File: src/rtl/dnn_dot_accel.sv
// Dot-product accelerator: one neuron, sum(w[i]*a[i]) in signed fixed point
// with optional ReLU and optional write-back of the result to memory.
//
// state | meaning
// IDLE  | waiting for a CTRL write
// RD_W  | weight read request presented, held through waitrequest
// WT_W  | waiting for weight readdatavalid
// RD_A  | activation read request presented, held through waitrequest
// WT_A  | waiting for activation readdatavalid
// MAC   | accumulate one product, advance index
// WB    | result write presented, held through waitrequest
// DONE  | publish RESULT, clear busy
module dnn_dot_accel #(
  parameter int FRAC_BITS = 16,
  parameter int LEN_W     = 16
) (
  input  logic        clk,
  input  logic        rst_n,
  input  logic [2:0]  slave_address,
  input  logic        slave_read,
  input  logic        slave_write,
  input  logic [31:0] slave_writedata,
  output logic [31:0] slave_readdata,
  output logic [31:0] master_address,
  output logic        master_read,
  output logic        master_write,
  output logic [31:0] master_writedata,
  input  logic [31:0] master_readdata,
  input  logic        master_waitrequest,
  input  logic        master_readdatavalid
);

  typedef enum logic [2:0] {IDLE, RD_W, WT_W, RD_A, WT_A, MAC, WB, DONE} state_t;

  state_t           state;
  logic [31:0]      waddr;
  logic [31:0]      aaddr;
  logic [31:0]      oaddr;
  logic [LEN_W-1:0] len;
  logic             relu_en;
  logic             wb_en;
  logic [31:0]      result;
  logic             busy;
  logic [31:0]      acc;
  logic [LEN_W-1:0] idx;
  logic [31:0]      w_reg;
  logic [31:0]      a_reg;

  logic signed [63:0] prod;
  logic signed [63:0] prod_shift;
  logic [31:0]        acc_next;
  logic [31:0]        res_cur;
  logic [31:0]        res_next;
  logic [LEN_W-1:0]   idx_next;
  logic               unused_prod;

  // Fixed-point product: keep the 32 bits that sit above the fractional part.
  assign prod        = 64'($signed(w_reg)) * 64'($signed(a_reg));
  assign prod_shift  = prod >>> FRAC_BITS;
  assign unused_prod = ^prod_shift[63:32];
  assign acc_next    = acc + prod_shift[31:0];
  assign idx_next    = idx + LEN_W'(1);
  assign res_cur     = (relu_en && acc[31]) ? 32'h0 : acc;
  assign res_next    = (relu_en && acc_next[31]) ? 32'h0 : acc_next;

  // Register file writes plus the sequencing FSM; master outputs are registered.
  always_ff @(posedge clk or negedge rst_n) begin
    if (!rst_n) begin
      state            <= IDLE;
      waddr            <= '0;
      aaddr            <= '0;
      oaddr            <= '0;
      len              <= '0;
      relu_en          <= 1'b0;
      wb_en            <= 1'b0;
      result           <= '0;
      busy             <= 1'b0;
      acc              <= '0;
      idx              <= '0;
      w_reg            <= '0;
      a_reg            <= '0;
      master_address   <= '0;
      master_read      <= 1'b0;
      master_write     <= 1'b0;
      master_writedata <= '0;
    end else begin
      if (slave_write && !busy) begin
        case (slave_address)
          3'd2: waddr <= slave_writedata;
          3'd3: aaddr <= slave_writedata;
          3'd4: len   <= slave_writedata[LEN_W-1:0];
          3'd6: oaddr <= slave_writedata;
          3'd7: begin
            relu_en <= slave_writedata[0];
            wb_en   <= slave_writedata[1];
          end
          default: ;
        endcase
      end

      case (state)
        IDLE: begin
          if (slave_write && slave_address == 3'd0) begin
            acc  <= '0;
            idx  <= '0;
            busy <= 1'b1;
            if (len == '0) begin
              if (wb_en) begin
                state            <= WB;
                master_write     <= 1'b1;
                master_address   <= oaddr;
                master_writedata <= 32'h0;
              end else begin
                state <= DONE;
              end
            end else begin
              state          <= RD_W;
              master_read    <= 1'b1;
              master_address <= waddr;
            end
          end
        end
        RD_W: begin
          if (!master_waitrequest) begin
            master_read <= 1'b0;
            state       <= WT_W;
          end
        end
        WT_W: begin
          if (master_readdatavalid) begin
            w_reg          <= master_readdata;
            master_read    <= 1'b1;
            master_address <= aaddr + (32'(idx) << 2);
            state          <= RD_A;
          end
        end
        RD_A: begin
          if (!master_waitrequest) begin
            master_read <= 1'b0;
            state       <= WT_A;
          end
        end
        WT_A: begin
          if (master_readdatavalid) begin
            a_reg <= master_readdata;
            state <= MAC;
          end
        end
        MAC: begin
          acc <= acc_next;
          idx <= idx_next;
          if (idx_next == len) begin
            if (wb_en) begin
              state            <= WB;
              master_write     <= 1'b1;
              master_address   <= oaddr;
              master_writedata <= res_next;
            end else begin
              state <= DONE;
            end
          end else begin
            state          <= RD_W;
            master_read    <= 1'b1;
            master_address <= waddr + (32'(idx_next) << 2);
          end
        end
        WB: begin
          if (!master_waitrequest) begin
            master_write <= 1'b0;
            state        <= DONE;
          end
        end
        DONE: begin
          result <= res_cur;
          busy   <= 1'b0;
          state  <= IDLE;
        end
        default: state <= IDLE;
      endcase
    end
  end

  // Registered read port; a same-cycle write is not visible until the next read.
  always_ff @(posedge clk or negedge rst_n) begin
    if (!rst_n) begin
      slave_readdata <= '0;
    end else if (slave_read) begin
      case (slave_address)
        3'd0:    slave_readdata <= {31'b0, busy};
        3'd2:    slave_readdata <= waddr;
        3'd3:    slave_readdata <= aaddr;
        3'd4:    slave_readdata <= 32'(len);
        3'd5:    slave_readdata <= result;
        3'd6:    slave_readdata <= oaddr;
        3'd7:    slave_readdata <= {30'b0, wb_en, relu_en};
        default: slave_readdata <= '0;
      endcase
    end
  end

endmodule

File: config.mk
export PLATFORM = sky130hd
export DESIGN_NAME = dnn_dot_accel
export DESIGN_NICKNAME = d
export VERILOG_FILES = /design/src/rtl/dnn_dot_accel.sv
export SDC_FILE = /design/constraint.sdc
export NUM_CORES = 2
export LEC_CHECK = 0
export CORE_MARGIN = 1.5
export CORE_UTILIZATION = 60
export CTS_CLUSTER_SIZE = 12
export DETAILED_ROUTE_END_ITERATION = 16
export PLACE_DENSITY = 0.89
export REMOVE_ABC_BUFFERS = 1
export SLEW_MARGIN = 25
export SYNTH_ARGS = -nofsm -noshare
export SYNTH_HDL_FRONTEND = slang
export SYNTH_SLANG_ARGS = --single-unit
File: constraint.sdc
create_clock -name clk -period 24.4 [get_ports clk]
set_input_delay 6.1 -clock clk [delete_from_list [all_inputs] [get_ports clk]]
set_output_delay 6.1 -clock clk [all_outputs]
set_load 0.03 [all_outputs]
==> impl_metrics.ini <==
[floorplanning]
initial_core_util_pct = 60.49
coreArea_mm2 = 0.08029
dieArea_mm2 = 0.08266
die_h_um = 287.5
rows = 104
pin_count = 171
fp.dieW_um = 287.5

[global_route]
grt_pass1_wl_um = 228600
overflow = 0
grt_use_total_pct = 36.28
grt_pass1_vias = 40400
grt_max_degree = 134
antenna_found_initial = 6

[placed_design]
numPortBuffers = 170
post-dp-hpwl_um = 111600
gp_congestion = 1.001
place_ws_ns = 12.93

[synthesis]
ys.flop_type = dfrtp_1
synth-seq-cells = 360
synth.distinct_cells = 89
ys_warn_count = 0
synth_mux_area_share_pct = 5.227
yosysSeqAreaShare_pct = 18.55
synth_compound_area_share_pct = 8.257
syn_inst = 5042
synth-simple-area-share_pct = 15.18
synth_xor_area_share_pct = 3.439
synth_edf_count = 0
avgSynthCellArea_um2 = 9.632
synth_top_family_by_area = adder cells
syn_area_mm2 = 0.04857
synthAdderAreaFrac_pct = 40.54
postSynth.asyncResetShare_pct = 100.0

[worst_setup_path]
path_buf_inv = 6
cp_max_fo = 24
r2r-start = a_reg[6]
r2r_slack_ns = 12.86
endpoint_kind = register
slowest_delay_ns = 0.92
cp_slowest_cell = dfrtp_1
reg2regPathDepth = 37
cp.required_ns = 24.85
critPathLaunchType = register
critPathKind = reg -> reg
r2r-end = master_writedata[5]
crit_family = adder cells
critical_path_arrival_ns = 12.00
crit_top_cell = fa_1

[timing]
worst_slack_ns = 12.86
skew_ns = 0.04482
max_freq_mhz = 86.62
rsz0062_at_grt = no
finalHoldViolCount = 0
period_share_pct = 47.32
fin_crit_ns = 11.54
fin_setup_tns_ns = 0
relSlewSlack_pct = 27.72
worst_slew_pin_slew_ns = 1.083
setup_viol = 0
slew_violations = 0
whs_ns = 0.4925

[clock_network]
cts_inserted_buffers = 44
clkTransAtPathRegs_ns = 0.08
cts_resized = 0
cts_setup_buffers = 0
cts_max_level = 2
cts_sinks = 360
clock_latency_ns = 0.63
root_buffer = clkbuf_16
cts_hold_buffers = 0
cts_tree = yes
cts.path.max_buffers = 3

[routing]
drt_wl_total_um = 146500
drt-initial-drc-count = 4552
dr_total_vias = 38310
drc_errors = 0
wl_per_cell_um = 23.80
firstDrtPassIters = 8
antenna_left = 0
vias_per_cell = 6.227

[hold_path]
min_to = master_writedata[8]
hp-class = reg -> reg
min-delay-start = master_writedata[8]
min_path_cells = 2

[cells_and_area]
final_cell_mix = inv_1 (844), fa_1 (841), nand2_1 (670)
layout_commonest_cell = inv_1
final_nets = 6201
n_fill_cell = 5985
area_delta_synth_final_pct = 8.723
drive_above_1_share_pct = 7.718

[flow_run]
cap_violations = 0

[status]
status = completed
[synth_stat cells, types with 7 or more instances]
cell type  instances  share of area, %
nor2b_1           26              0.33
ha_1             228               5.9
clkbuf_1         251               1.9
nand2_1          670               5.2
nand2b_1          24              0.31
a31oi_1           18              0.23
and3_1            20              0.26
nand3_1           43              0.44
and4_1             8              0.14
a222oi_1           9              0.19
xnor2_1          103               1.9
and2_1           511               6.6
nand4_1           18              0.23
mux2i_1           41              0.85
or3_1              7             0.090
o31ai_1           31              0.48
a22o_1            40              0.72
o22ai_1           40              0.52
o211ai_1           7              0.11
o21ai_0          136               1.4
a221oi_1          32              0.58
o221ai_1          10              0.18
dfrtp_1          360                19
a21o_1            37              0.57
buf_1             20              0.15
fa_1             841                35
xor2_1            67               1.2
xnor3_1            7              0.32
buf_2              7             0.072
nor3_1            15              0.15
nor2_1           112              0.87
mux2_2           187               4.3
a2111oi_0          8              0.14
a211oi_1          15              0.23
inv_1            844               6.5
a21oi_1          115               1.2
o21a_1            25              0.39
[metal layers]
metal	vias up	part of all wire, %	track usage, %
met5	-	0.018	0
met4	4	6.5	19.84
met3	643	11	7.219
met2	2500	46	57.13
met1	19370	36	47.45
li1	15800	-	-
[stage by stage]
step / area [µm²] / util [%] / std cells
finish: 52800 / 65.77 / 6153
global route: 52800 / 65.76 / 6152
CTS: 52740 / 65.69 / 6150
detailed placement: 51200 / 63.77 / 6071
global placement: 51160 / 63.72 / 6069
floorplan: 47460 / - / 4758
[tightest hold or removal path, delay by kind of cell (launching register included)]
family / cells / cell delay, ns
AOI/OAI and AO/OA: 1 / 0.05
and+or+nand+nor: 1 / 0.05
DFF: 1 / 0.35
[worst max path at each step]
stage,slack (ns),start,cells after the start,endpoint
final,12.86,a_reg[6],37,master_writedata[5]
after global routing,12.18,a_reg[3],37,master_writedata[5]
after CTS,12.86,w_reg[14],36,master_writedata[5]
after detailed placement,12.93,w_reg[14],36,master_writedata[5]
after global placement,12.92,a_reg[3],35,master_writedata[5]
after floorplan,14.32,w_reg[15],35,master_writedata[10]
[logic make-up (layout without fill, tap and decap cells)]
logic type	Yosys count	count (layout)
multiplexers	229	229
other	0	1
AO/OA/AOI/OAI	593	593
XOR/XNOR	178	178
adder cells (fa/ha/maj)	1069	1069
flip-flops	360	360
AND/OR/NAND/NOR	1484	1484
buffers and inverters	1129	1179
[layout make-up]
type                            count  area, µm²  share of cell area, %
Multi-Input combinational cell   3553      35360                  66.96
Clock inverter                     21      321.6                 0.6090
Timing Repair Buffer              255       2389                  4.524
Antenna cell                        1      2.502               0.004739
Inverter                          845       3172                  6.007
Sequential cell                   360       9022                  17.09
Tap cell                         1060       1326                  2.512
Clock buffer                       58       1214                  2.299
Power is not shown: default switching activity piles up to over one toggle a cycle in this logic, so the estimate is an artifact.
